===== src/rtl/alu_arbiter.sv =====
// ---------------------------------------------------------------------------
// alu_arbiter
// Two-requester round-robin front end for a registered ALU. It accepts one
// request at a time over valid/ready, drives the ALU with a one-cycle enable,
// and captures the result when the ALU raises its output-valid flag. The
// result goes out, tagged with the requester ID, over a backpressured
// response port. Divide-by-zero and ALU non-response are trapped here and
// reported as errors.
//
// Parameters
//   WIDTH      operand width (must match the ALU)
//   OUT_WIDTH  result width (must match the ALU)
//   TIMEOUT    maximum WAIT cycles before an error response (>= 1)
//
// Ports
//   REF_CLK, RST                       clock (rising edge), async active-low reset
//   reqN_valid/reqN_ready              request handshake; ready is combinational
//   reqN_a, reqN_b, reqN_fun           request operands and function code
//   alu_a, alu_b, alu_fun, alu_en      registered drive to the ALU
//   alu_out, alu_out_valid             ALU result and its valid flag
//   rsp_valid/rsp_ready                response handshake
//   rsp_id, rsp_data, rsp_err          response payload
// ---------------------------------------------------------------------------
module alu_arbiter #(
   parameter int WIDTH     = 8,
   parameter int OUT_WIDTH = 16,
   parameter int TIMEOUT   = 4
) (
   input  logic                 REF_CLK,
   input  logic                 RST,
   input  logic                 req0_valid,
   output logic                 req0_ready,
   input  logic [WIDTH-1:0]     req0_a,
   input  logic [WIDTH-1:0]     req0_b,
   input  logic [3:0]           req0_fun,
   input  logic                 req1_valid,
   output logic                 req1_ready,
   input  logic [WIDTH-1:0]     req1_a,
   input  logic [WIDTH-1:0]     req1_b,
   input  logic [3:0]           req1_fun,
   output logic [WIDTH-1:0]     alu_a,
   output logic [WIDTH-1:0]     alu_b,
   output logic [3:0]           alu_fun,
   output logic                 alu_en,
   input  logic [OUT_WIDTH-1:0] alu_out,
   input  logic                 alu_out_valid,
   output logic                 rsp_valid,
   input  logic                 rsp_ready,
   output logic                 rsp_id,
   output logic [OUT_WIDTH-1:0] rsp_data,
   output logic                 rsp_err
);

   localparam int                CNT_W   = $clog2(TIMEOUT + 1);
   localparam logic [CNT_W-1:0]  CNT_ONE = CNT_W'(1);
   localparam logic [CNT_W-1:0]  CNT_MAX = CNT_W'(TIMEOUT);
   localparam logic [3:0]        FUN_DIV = 4'b0011;

   typedef enum logic [1:0] {
      ST_IDLE  = 2'd0,
      ST_ISSUE = 2'd1,
      ST_WAIT  = 2'd2,
      ST_RESP  = 2'd3
   } state_t;

   state_t                 state_q;
   logic                   last_q;      // requester granted most recently
   logic [CNT_W-1:0]       cnt_q;
   logic [CNT_W-1:0]       cnt_d;
   logic [WIDTH-1:0]       alu_a_q;
   logic [WIDTH-1:0]       alu_b_q;
   logic [3:0]             alu_fun_q;
   logic                   alu_en_q;
   logic                   rsp_valid_q;
   logic                   rsp_id_q;
   logic [OUT_WIDTH-1:0]   rsp_data_q;
   logic                   rsp_err_q;

   logic                   gnt0;
   logic                   gnt1;
   logic [WIDTH-1:0]       acc_a;
   logic [WIDTH-1:0]       acc_b;
   logic [3:0]             acc_fun;

   // Divide-by-zero is trapped before the ALU ever sees it.
   function automatic logic is_div_zero(input logic [3:0] fun, input logic [WIDTH-1:0] b);
      return (fun == FUN_DIV) && (b == {WIDTH{1'b0}});
   endfunction

   // Round-robin grant in IDLE: a tie goes to the requester not granted last.
   // Both grants are held low while reset is asserted.
   always_comb begin
      gnt0 = 1'b0;
      gnt1 = 1'b0;
      if (RST && (state_q == ST_IDLE)) begin
         if (req0_valid && (!req1_valid || last_q)) begin
            gnt0 = 1'b1;
         end else if (req1_valid) begin
            gnt1 = 1'b1;
         end else begin
            gnt0 = 1'b0;
         end
      end else begin
         gnt0 = 1'b0;
      end
   end

   // Select the payload of whichever requester is being granted.
   always_comb begin
      acc_a   = req0_a;
      acc_b   = req0_b;
      acc_fun = req0_fun;
      if (gnt1) begin
         acc_a   = req1_a;
         acc_b   = req1_b;
         acc_fun = req1_fun;
      end else begin
         acc_a   = req0_a;
      end
   end

   assign cnt_d = cnt_q + CNT_ONE;

   // Operation sequencer with all outputs registered.
   always_ff @(posedge REF_CLK or negedge RST) begin
      if (!RST) begin
         state_q     <= ST_IDLE;
         last_q      <= 1'b1;
         cnt_q       <= {CNT_W{1'b0}};
         alu_a_q     <= {WIDTH{1'b0}};
         alu_b_q     <= {WIDTH{1'b0}};
         alu_fun_q   <= 4'b0000;
         alu_en_q    <= 1'b0;
         rsp_valid_q <= 1'b0;
         rsp_id_q    <= 1'b0;
         rsp_data_q  <= {OUT_WIDTH{1'b0}};
         rsp_err_q   <= 1'b0;
      end else begin
         case (state_q)
            ST_IDLE: begin
               if (gnt0 || gnt1) begin
                  alu_a_q   <= acc_a;
                  alu_b_q   <= acc_b;
                  alu_fun_q <= acc_fun;
                  rsp_id_q  <= gnt1;
                  last_q    <= gnt1;
                  if (is_div_zero(acc_fun, acc_b)) begin
                     rsp_data_q  <= {OUT_WIDTH{1'b0}};
                     rsp_err_q   <= 1'b1;
                     rsp_valid_q <= 1'b1;
                     state_q     <= ST_RESP;
                  end else begin
                     // Enable is raised on entry so it is high for all of ISSUE.
                     alu_en_q <= 1'b1;
                     state_q  <= ST_ISSUE;
                  end
               end else begin
                  state_q <= ST_IDLE;
               end
            end
            ST_ISSUE: begin
               alu_en_q <= 1'b0;
               cnt_q    <= {CNT_W{1'b0}};
               state_q  <= ST_WAIT;
            end
            ST_WAIT: begin
               if (alu_out_valid) begin
                  rsp_data_q  <= alu_out;
                  rsp_err_q   <= 1'b0;
                  rsp_valid_q <= 1'b1;
                  state_q     <= ST_RESP;
               end else if (cnt_d == CNT_MAX) begin
                  // Count reaches TIMEOUT on this edge: give up on the ALU.
                  rsp_data_q  <= {OUT_WIDTH{1'b0}};
                  rsp_err_q   <= 1'b1;
                  rsp_valid_q <= 1'b1;
                  cnt_q       <= cnt_d;
                  state_q     <= ST_RESP;
               end else begin
                  cnt_q <= cnt_d;
               end
            end
            ST_RESP: begin
               if (rsp_ready) begin
                  rsp_valid_q <= 1'b0;
                  state_q     <= ST_IDLE;
               end else begin
                  rsp_valid_q <= 1'b1;
               end
            end
            default: begin
               state_q     <= ST_IDLE;
               alu_en_q    <= 1'b0;
               rsp_valid_q <= 1'b0;
            end
         endcase
      end
   end

   assign req0_ready = gnt0;
   assign req1_ready = gnt1;
   assign alu_a      = alu_a_q;
   assign alu_b      = alu_b_q;
   assign alu_fun    = alu_fun_q;
   assign alu_en     = alu_en_q;
   assign rsp_valid  = rsp_valid_q;
   assign rsp_id     = rsp_id_q;
   assign rsp_data   = rsp_data_q;
   assign rsp_err    = rsp_err_q;

endmodule


===== config.mk =====
export PLATFORM = sky130hd
export DESIGN_NAME = alu_arbiter
export DESIGN_NICKNAME = d
export VERILOG_FILES = /design/src/rtl/alu_arbiter.sv
export SDC_FILE = /design/constraint.sdc
export NUM_CORES = 1
export LEC_CHECK = 0
export BUFFER_PORTS_ARGS = -buffer_cell sky130_fd_sc_hd__buf_4
export CORE_ASPECT_RATIO = 1.2
export CORE_MARGIN = 4
export CORE_UTILIZATION = 42
export DETAILED_ROUTE_END_ITERATION = 6
export PLACE_DENSITY = 0.74
export SKIP_LAST_GASP = 1
export SYNTH_ARGS = -nofsm -noshare
export SYNTH_HDL_FRONTEND = slang
export SYNTH_SLANG_ARGS = --single-unit
export TNS_END_PERCENT = 50

===== constraint.sdc =====
create_clock -name REF_CLK -period 2.05 [get_ports REF_CLK]
set_input_delay 0.1025 -clock REF_CLK [delete_from_list [all_inputs] [get_ports REF_CLK]]
set_output_delay 0.1025 -clock REF_CLK [all_outputs]
set_load 0.03 [all_outputs]

### Word level (Yosys, flattened, before mapping)

Index checks and enable logic that the tools add are counted.

| cells by class | value |
|---|---|
| $add $sub $neg | 1 |
| multipliers | 0 |
| divide/modulo/power cells | 0 |
| order comparisons | 0 |
| equality and inequality tests | 11 |
| shifts and indexed selects | 0 |
| mux-type cells | 32 |
| bitwise gates (word level) | 0 |
| reduce and logical (&&, ||, !) cells | 18 |

Operator list:

| operator | count |
|---|---|
| 2-to-1 mux 16 bit | 4 |
| case mux 16 bit (2 select lines) | 1 |
| 2-to-1 mux 8 bit | 2 |
| 2-to-1 mux 1 bit | 13 |
| 2-to-1 mux 2 bit | 5 |
| logical NOT 8 bit | 1 |
| case mux 2 bit (4 select lines) | 1 |
| AND reduction 4 bit | 2 |
| != test 2 bit (second input constant) | 3 |
| case mux 3 bit (2 select lines) | 1 |
| AND reduction 2 bit | 3 |
| nonzero test 2 bit | 3 |
| equality test 2 bit (second input constant) | 2 |
| equality test 4 x 2 -> 1 bit (second input constant) | 1 |
| 2-to-1 mux 4 bit | 1 |
| != test 2 x 1 -> 1 bit (second input constant) | 2 |
| case mux 1 bit (2 select lines) | 2 |
| adder 3 x 1 -> 3 bit (second input constant) | 1 |
| equality test 3 bit (second input constant) | 1 |
| logical AND 1 bit | 3 |
| 2-to-1 mux 3 bit | 1 |
| != test 3 bit (second input constant) | 1 |
| case mux 1 bit (3 select lines) | 1 |
| AND reduction 3 bit | 1 |
| 5 further kinds | 6 |

| word-level totals | value |
|---|---|
| register bits after elaboration | 46 |
| latch bits | 0 |
| RAM bits | 0 |
| bits in read-only memories | 0 |
| output and inout port bits | 42 |
| word-level logic and storage cells | 73 |
| memories | 0 |

### Depth between registers and ports, before layout

Gate-level depths: netlist (run 1).

| depth | value |
|---|---|
| depth in word-level cells | 11 |
| depth in mapped cells | 9 |
| depth with buffers taken out | 7 |

### Least setup slack after synthesis (run 1)

Ideal clock, no wire load.

| path | value |
|---|---|
| path type | register -> register |
| start | register state_q[0] |
| end | register rsp_valid_q, in the netlist rsp_valid |
| library setup time | 0.125 ns |
| arrival | 2.176 ns |
| required time | 1.925 ns |
| slack | -0.251 ns |
| cell stages (with the launch flop) | 9 |
| path buffers | 1 |
| period minus slack after synthesis | 2.301 ns |
| cell sequence | dfrtp_1 > inv_1 > ha_1 > buf_2 > nand3_1 > a21oi_2 > a22oi_2 > a211oi_1 > mux2_2 |

| on the way | value |
|---|---|
| elaborated cells on any way between the ends | 18 |
| classes of those cells | 6 x eq/ne; 5 x mux; 7 x reduce/logical |

RTL lines:

| what | line | source |
|---|---|---|
| start: declaration | 66 | `state_t state_q;` |
| start signal: assignment | 127 | `state_q <= ST_IDLE;` |
| start signal: assignment | 151 | `state_q <= ST_RESP;` |
| start signal: assignment | 155 | `state_q <= ST_ISSUE;` |
| logical NOT 2 bit | 95 | `if (RST && (state_q == ST_IDLE)) begin` |
| logical AND 1 bit | 95 |  |
| 2-to-1 mux 1 bit | 95 |  |
| named net req0_ready | 32 | `output logic req0_ready,` |
| logical OR 1 bit | 141 | `if (gnt0 \|\| gnt1) begin` |
| != test 2 x 1 -> 1 bit (no line) | - |  |
| AND reduction 4 bit (no line) | - |  |
| end signal: assignment | 134 | `rsp_valid_q <= 1'b0;` |
| end signal: assignment | 150 | `rsp_valid_q <= 1'b1;` |
| end signal: assignment | 170 | `rsp_valid_q <= 1'b1;` |
| end: declaration | 74 | `logic rsp_valid_q;` |

The timed path passes the listed nets, and every way through them passes these cells.
A chain may end at the register's enable or synchronous reset.

### Final worst setup path (run 1)

| path | value |
|---|---|
| start | register state_q[1] |
| end | register rsp_data_q[3], in the netlist rsp_data[3] |

| on the way | value |
|---|---|
| cells in the longest elaborated chain, start to end | 8 |
| elaborated cells on any way between the ends | 17 |
| classes of those cells | 5 x eq/ne; 5 x mux; 7 x reduce/logical |

Ends and longest elaborated chain:

| what | line | source |
|---|---|---|
| logical NOT 2 bit | 95, 139 |  |
| logical AND 1 bit | 95 |  |
| 2-to-1 mux 1 bit | 95 |  |
| 2-to-1 mux 4 bit or 2-to-1 mux 8 bit (tied branches) | 113 | `if (gnt1) begin` |
| equality test 4 x 2 -> 1 bit or logical NOT 8 bit (tied branches) | 87 | `return (fun == FUN_DIV) && (b == {WIDTH{1'b0}});` |
| logical AND 1 bit | 87 |  |
| != test 2 x 1 -> 1 bit (no line) | - |  |
| AND reduction 4 bit (no line) | - |  |
| end signal: assignment | 136 | `rsp_data_q <= {OUT_WIDTH{1'b0}};` |
| end signal: assignment | 148 | `rsp_data_q <= {OUT_WIDTH{1'b0}};` |
| end signal: assignment | 168 | `rsp_data_q <= alu_out;` |
| end: declaration | 76 | `logic [OUT_WIDTH-1:0] rsp_data_q;` |

Several ways; a longest one is shown, not always the timed one.

==> results of run 1 <==
report_power, final:
part | total, mW | switching, mW | leakage (nW) | internal (mW)
logic | 2.71 | 1.58 | 1.15 | 1.13
registers | 1.60 | 0.254 | 0.577 | 1.34
clock network | 0.588 | 0.334 | 0.0495 | 0.253
sequential cells by signal, summed over array words and instances (netlist names):
signal,cells
rsp_err,1
state_q,2
rsp_valid,1
rsp_data,16
alu_fun,4
alu_a,8
cnt_q,3
last_q,1
alu_b,8
rsp_id,1
alu_en,1
cell usage in the layout (no fill, tap or decap), drive strengths merged, types with 6 or more instances in the layout:
cell type	netlist	routed
nand2	19	19
inv	14	17
mux2i	14	14
buf	4	116
a222oi	8	8
ha	8	8
o21ai	16	16
dfrtp	45	45
dlygate4sd3	0	11
a21oi	6	6
a22o	17	17
layout make-up:
| class | count | area share |
|---|---|---|
| Clock buffer | 5 | 0.0206 |
| Clock inverter | 3 | 0.00786 |
| Inverter | 14 | 0.0157 |
| Multi-Input combinational cell | 126 | 0.295 |
| Sequential cell | 46 | 0.345 |
| Tap cell | 60 | 0.0225 |
| Timing Repair Buffer | 127 | 0.293 |
cell families (layout without fill, tap and decap cells):
| family | after synthesis | count (layout) |
|---|---|---|
| fa+ha+maj | 8 | 8 |
| simple gates | 43 | 43 |
| compound gates | 57 | 57 |
| flops | 46 | 46 |
| mux | 15 | 15 |
| buf+inv | 22 | 149 |
| xor+xnor | 3 | 3 |
cell usage after synthesis (4+ instances only):
cell	count
dfrtp_1	45
a222oi_1	8
nand2_1	19
a22o_1	17
a21oi_1	4
nor2_1	5
clkbuf_1	4
mux2i_1	14
o21ai_0	15
inv_1	13
ha_1	8
worst max-delay path: stages (launching register included):
cell     delay (ns)
dfrtp_1        0.40
inv_2          0.11
ha_4           0.15
nand3_2        0.09
nor4_4         0.30
a22oi_2        0.17
a21o_2         0.35
a22o_1         0.26
what timing repair did:
item | CTS | global route
resized for setup | 0 | 1
endpoints found under the hold margin | 54 | 2
hold buffers | 9 | 2
endpoints found under the setup margin | 0 | 16
worst max path at each step:
stage | startpoint | to | slack [ns] | cells past startpoint
3_5_place_dp | state_q[1] | rsp_data[10] | 0.03 | 7
2_1_floorplan | state_q[1] | rsp_data[10] | -0.004 | 9
3_3_place_gp | state_q[1] | rsp_data[15] | 0.1 | 7
5_1_grt | state_q[1] | rsp_data[0] | 0.02 | 7
4_1_cts | state_q[1] | rsp_data[3] | 0.03 | 7
6_report | state_q[1] | rsp_data[3] | 0.10 | 7
layer usage:
metal | global-route usage | vias to the layer above | wire length (µm)
met5 | 0 | - | 0
li1 | - | 964 | -
met4 | 0.0741 | 0 | 123
met3 | 0.0508 | 11 | 522
met2 | 0.312 | 88 | 2910
met1 | 0.213 | 937 | 2240
stage by stage:
step / hold slack [ns] / setup slack (ns) / instances / area [µm²] / total power, mW
after global routing: 0.00174 / 0.0223 / 381 / 3340 / 5.22
after CTS: 0.00236 / 0.0252 / 379 / 3320 / 4.94
after floorplan: -0.193 / -0.00372 / 194 / 2240 / 3.31
after detailed placement: 0.103 / 0.0280 / 362 / 3140 / 4.33
after global placement: 0.0955 / 0.0985 / 362 / 3140 / 4.28
final: 0.00970 / 0.103 / 381 / 3340 / 4.89
==> impl_results.md, run 1 <==
- Req. time, crit path: roughly 2.3 ns
- Final TNS setup: 0 ns
- CORE AREA: about 5000 µm²
- Min-delay src: alu_out[11]
- Period Utilization, post-route: 0.950
- Die X: around 74 µm
- Synth Area in XOR/XNOR: 0.0120
- Hold Crit Class: input pin to flop
- Clk sinks: 46
- Final Setup Violations: 0
- First-pass GRT wire length: just over 9000 µm
- Drt initial violations: approximately 110
- Max-cap viol count: 0
- Arrival @ worst endpoint: between 2 and 2.5 ns
- GR Overflow Total: 0
- CTS buffer count: 5
- Post CTS Setup Buffer Count: 0
- Yosys reg bits: between 40 and 50
- Reg2reg path depth: 7
- Post-Syn Area per Cell: 11.3 µm²
- Synth Area in Adders: 0.0457
- Ys flop type: dfrtp_1
- RSZ-0062 raised after global routing: no
- FILL cells: between 400 and 500
- Synth area leaders: dfrtp_1 (51%), a22o_1 (6.8%), mux2i_1 (6.4%)
- # rows: 28
- Rel. slew slack: 0.616
- DRC viols: 0
- 1st-pass router iterations: 6
- Fmax: 0.514 GHz
- VDD IR max: between 0.9 and 1 mV
- Largest net degree at the start of global routing: 21
- Worst hold endpoint: rsp_data[11]
- Fraction of registers with async set/reset: 1.00
- Largest family of logic cells by synthesized area: compound AO/OA/AOI/OAI gates
- Clk buf depth: 2
- R2R Path End: rsp_data[3]
- Leakage power: about 1.8 nW
- Synth cell types: 40
- Initial Util: 0.440
- CTS root buf: clkbuf_8
- Clock Pin Slew Worst Setup and Hold Paths: approximately 0.1 ns
- Hold Path Cell Cnt: 2
- Crit start category: flop
- Reg2reg start: state_q[1]
- FF/Latch Area: around 1200 µm²
- Total GRT Usage: 0.183
- Routed wire length: just under 6000 µm
- Post-synthesis compound-gate area fraction: 0.196
- Post-DP HPWL: roughly 4600 µm
- PD cells: between 1000 and 1500 nW/µm²
- Antenna violations before repair: 0
- Die Area: 6430 µm²
- H-tree depth: 2
- Layout Area Growth over Synthesis: 52.8%
- Cell taking the most area after synthesis: dfrtp_1
- Mux cell area share after synthesis: 0.0692
- Post-Syn Area: ~2200 µm²
- Layout cells sized above 1: 0.439
- Clock Latency Late Sink: 0.31 ns
- Cells after synthesis: roughly 190
- Status: finished, final reports clean
- Vias in the first global route: between 2000 and 2500
- Post-synth EDFFs: 0
- TritonCTS clock tree: built
- Post-synthesis sequential area ratio: 0.527
- Post-Synth Simple-Gate Area: 0.107
- Final Core Density: 0.672
- R2R Setup Slk: 0.10 ns
- DR WL/cell: between 15 and 20 µm
- Crit end category: flop
- Vias: 2000
- Slew Viols, Final: 0
- Die height: slightly below 90 µm
- I/O Buffers: approximately 100
- CP Max Fanout: 16
- I/O Pins: ~100
- GPL Wtd Cong: a little over 0.8
- Final ANT Viol Nets: 0
- Antenna Cells: 0
- Avg Vias per Cell: about 5.2
- Tmin final: slightly below 2 ns
- Yosys warns: 0
- Layout Skew: roughly 0.011 ns
- Layout net count: 390
- Top-area cell type share of the netlist area: 0.515
- Mapped Nets: between 200 and 300
- Crit path kind: flop to flop
- Multi-input gate area: between 900 and 1000 µm²
- Hold Vio Cnt, Final: 0
- Actual slew at the worst max-slew pin: around 0.58 ns
(Power assumes the default switching activity.)
==> run 2, diff against run 1 <==
Settings changed: CORE_UTILIZATION 42 to 45, PLACE_DENSITY 0.74 to 0.76, SLEW_MARGIN set to 20.
Clock period 2.05 ns to 2.35 ns, I/O delays scaled along.
==> run 2 against run 1 <==
  * Register-to-register slack improved by 0.09 ns
  * Sequential power decreased by 13%
  * Critical path depth unchanged
  * Worst setup slack better by 0.089 ns
  * Die area shrank 6.0%
  * Clock skew is 0.0020 ns lower
  * Non-clock buffer count fell by 16
  * Highest routed layer unchanged
==> impl_results.md, run 2 (synthesis gave the netlist of run 1 again) <==
- Status: finished, final reports clean
- RSZ-0062 raised after global routing: no
- PD cells: 1320 nW/µm² (-9.8%)
- CORE AREA: 4660 µm² (-6.3%)
- VDD IR max: 0.732 mV (-21%)
- Crit path capture: rsp_data[3]
- Hold Buf Count CTS: 1 (-8)
- R2R Path End: rsp_data[3]
- Final Non-Filler Cells: 363 (-4.7%)
- Crit start category: flop
- Layout cells sized above 1: 0.420 (-0.0196)
- Pwr Total: 4.15 mW (-15%)
- Antenna Cells: 0 (unchanged)
- Multi-input gate area: 943 µm² (-4.4%)
- Total GRT Usage: 0.191 (+0.00791)
- Largest register FFs: 16 (unchanged)
- Final TNS setup: 0 ns (unchanged)
- Die height: 84.4 µm (-3.1%)
- Clock Latency Late Sink: 0.30 ns (about the same)
- Rel. slew slack: 0.460 (-0.155)
- Req. time, crit path: 2.55 ns (+0.30 ns)
- Die X: 71.7 µm (-3.0%)
- 1st-pass router iterations: 5 (-1)
- Actual slew at the worst max-slew pin: 0.809 ns (+0.233 ns)
- Final ANT Viol Nets: 0 (unchanged)
- Drt initial violations: 63 (-41%)
- Post CTS Setup Buffer Count: 0 (unchanged)
- Reg2reg path depth: 7 (unchanged)
- Min-delay src: alu_out[12]
- Crit path from: state_q[0]
- Initial Util: 0.469 (+0.0295)
- Crit path kind: flop to flop
- Period Utilization, post-route: 0.918 (-0.0316)
- Slew Viols, Final: 0 (unchanged)
- DRC viols: 0 (unchanged)
- Largest net degree at the start of global routing: 29 (+38%)
- Clk sinks: 46 (unchanged)
- Layout Skew: 0.00873 ns (-0.00196 ns)
- Clk buf depth: 2 (unchanged)
- Crit end category: flop
- Vias: 1945 (-2.8%)
- Antenna violations before repair: 0 (unchanged)
- Vias in the first global route: 1993 (-1.4%)
- Most common cell after layout, fill and taps aside: buf_4
- CP Max Fanout: 16 (unchanged)
- Max-cap viol count: 0 (unchanged)
- Layout Area Growth over Synthesis: 43.9%
- Hold Vio Cnt, Final: 0 (unchanged)
- DR WL/cell: 15.7 µm (+3.2%)
- Fmax: 0.463 GHz (-9.8%)
- Die Area: 6050 µm² (-6.0%)
- Layout net count: 374 (-4.1%)
- Leakage power: 1.69 nW (-4.8%)
- I/O Pins: 104 (unchanged)
- Placed insts: 354 (-2.2%)
- CTS buffer count: 5 (unchanged)
- First-pass GRT wire length: 9150 µm (unchanged)
- Reg2reg start: state_q[0]
- Clock Pin Slew Worst Setup and Hold Paths: 0.09 ns (about the same)
- Arrival @ worst endpoint: 2.36 ns (+0.21 ns)
- CTS root buf: clkbuf_8
- Post-DP HPWL: 4480 µm (-3.2%)
- TritonCTS clock tree: built
- Routed wire length: 5690 µm (-1.7%)
- H-tree depth: 2 (unchanged)
- Resize count post-CTS: 0 (unchanged)
- I/O Buffers: 103 (unchanged)
- R2R Setup Slk: 0.19 ns (+0.09 ns)
- Tmin final: 2.16 ns (+0.211 ns)
- Avg Vias per Cell: 5.36 (+2.1%)
- GR Overflow Total: 0 (unchanged)
- Hold Crit Class: input pin to flop
- FF/Latch Area: 1150 µm² (unchanged)
- GPL Wtd Cong: 0.831 (-0.14%)
- Final Setup Violations: 0 (unchanged)
- # rows: 27 (-3.6%)
- FILL cells: 389 (-6.5%)
- Most frequent cells in the layout: buf_4 (110), dfrtp_1 (45), nand2_1 (19), a22o_1 (17), o21ai_0 (15)
==> run 2: area by class of cell <==
cell class,count,area share
inverters,14,0.0167
multi-input cells,126,0.300
flip-flops and latches,46,0.366
clock buffers,5,0.0219
well taps,58,0.0230
clock inverters,3,0.00755
repair buffers,111,0.265
==> run 2: worst max-delay path: stages, from the launching register on <==
cell	delay [ns]
dfrtp_1	0.42
inv_1	0.14
ha_1	0.18
nand3_1	0.14
nor4_4	0.32
a22oi_2	0.17
a21o_1	0.37
a22o_1	0.30
==> run 2: routing by layer <==
| metal | vias up | wire length, µm | global-route usage |
|---|---|---|---|
| met5 | - | 0 | 0 |
| met4 | 0 | 149 | 0.0803 |
| met3 | 14 | 586 | 0.0683 |
| met2 | 89 | 2670 | 0.314 |
| met1 | 914 | 2280 | 0.223 |
| li1 | 928 | - | - |
==> run 2: per-stage QoR <==
stage	hold slack, ns	instance area [µm²]	setup WS (ns)	utilization
CTS	0.0138	3150	0.181	0.676
detailed placement	0.0302	3050	0.191	0.654
floorplan	-0.178	2190	0.0488	-
global placement	0.0248	3050	0.277	0.654
finish	0.0191	3150	0.192	0.676
global route	0.0110	3150	0.0277	0.676
==> run 2: power by group <==
group / leakage, nW / switching (mW) / internal [mW]
combinational: 1.07 / 1.34 / 0.924
clock: 0.0408 / 0.277 / 0.213
sequential: 0.577 / 0.230 / 1.17
total: 1.69 / 1.85 / 2.31
==> run 2: worst min-delay path by stage <==
stage          slack, ns      endpoint  cells after the start
2_1_floorplan      -0.18      alu_a[0]                      0
3_3_place_gp        0.02     rsp_valid                      1
3_5_place_dp        0.03    alu_fun[2]                      1
4_1_cts             0.01   rsp_data[7]                      2
5_1_grt             0.01   rsp_data[7]                      2
6_report            0.02  rsp_data[12]                      2
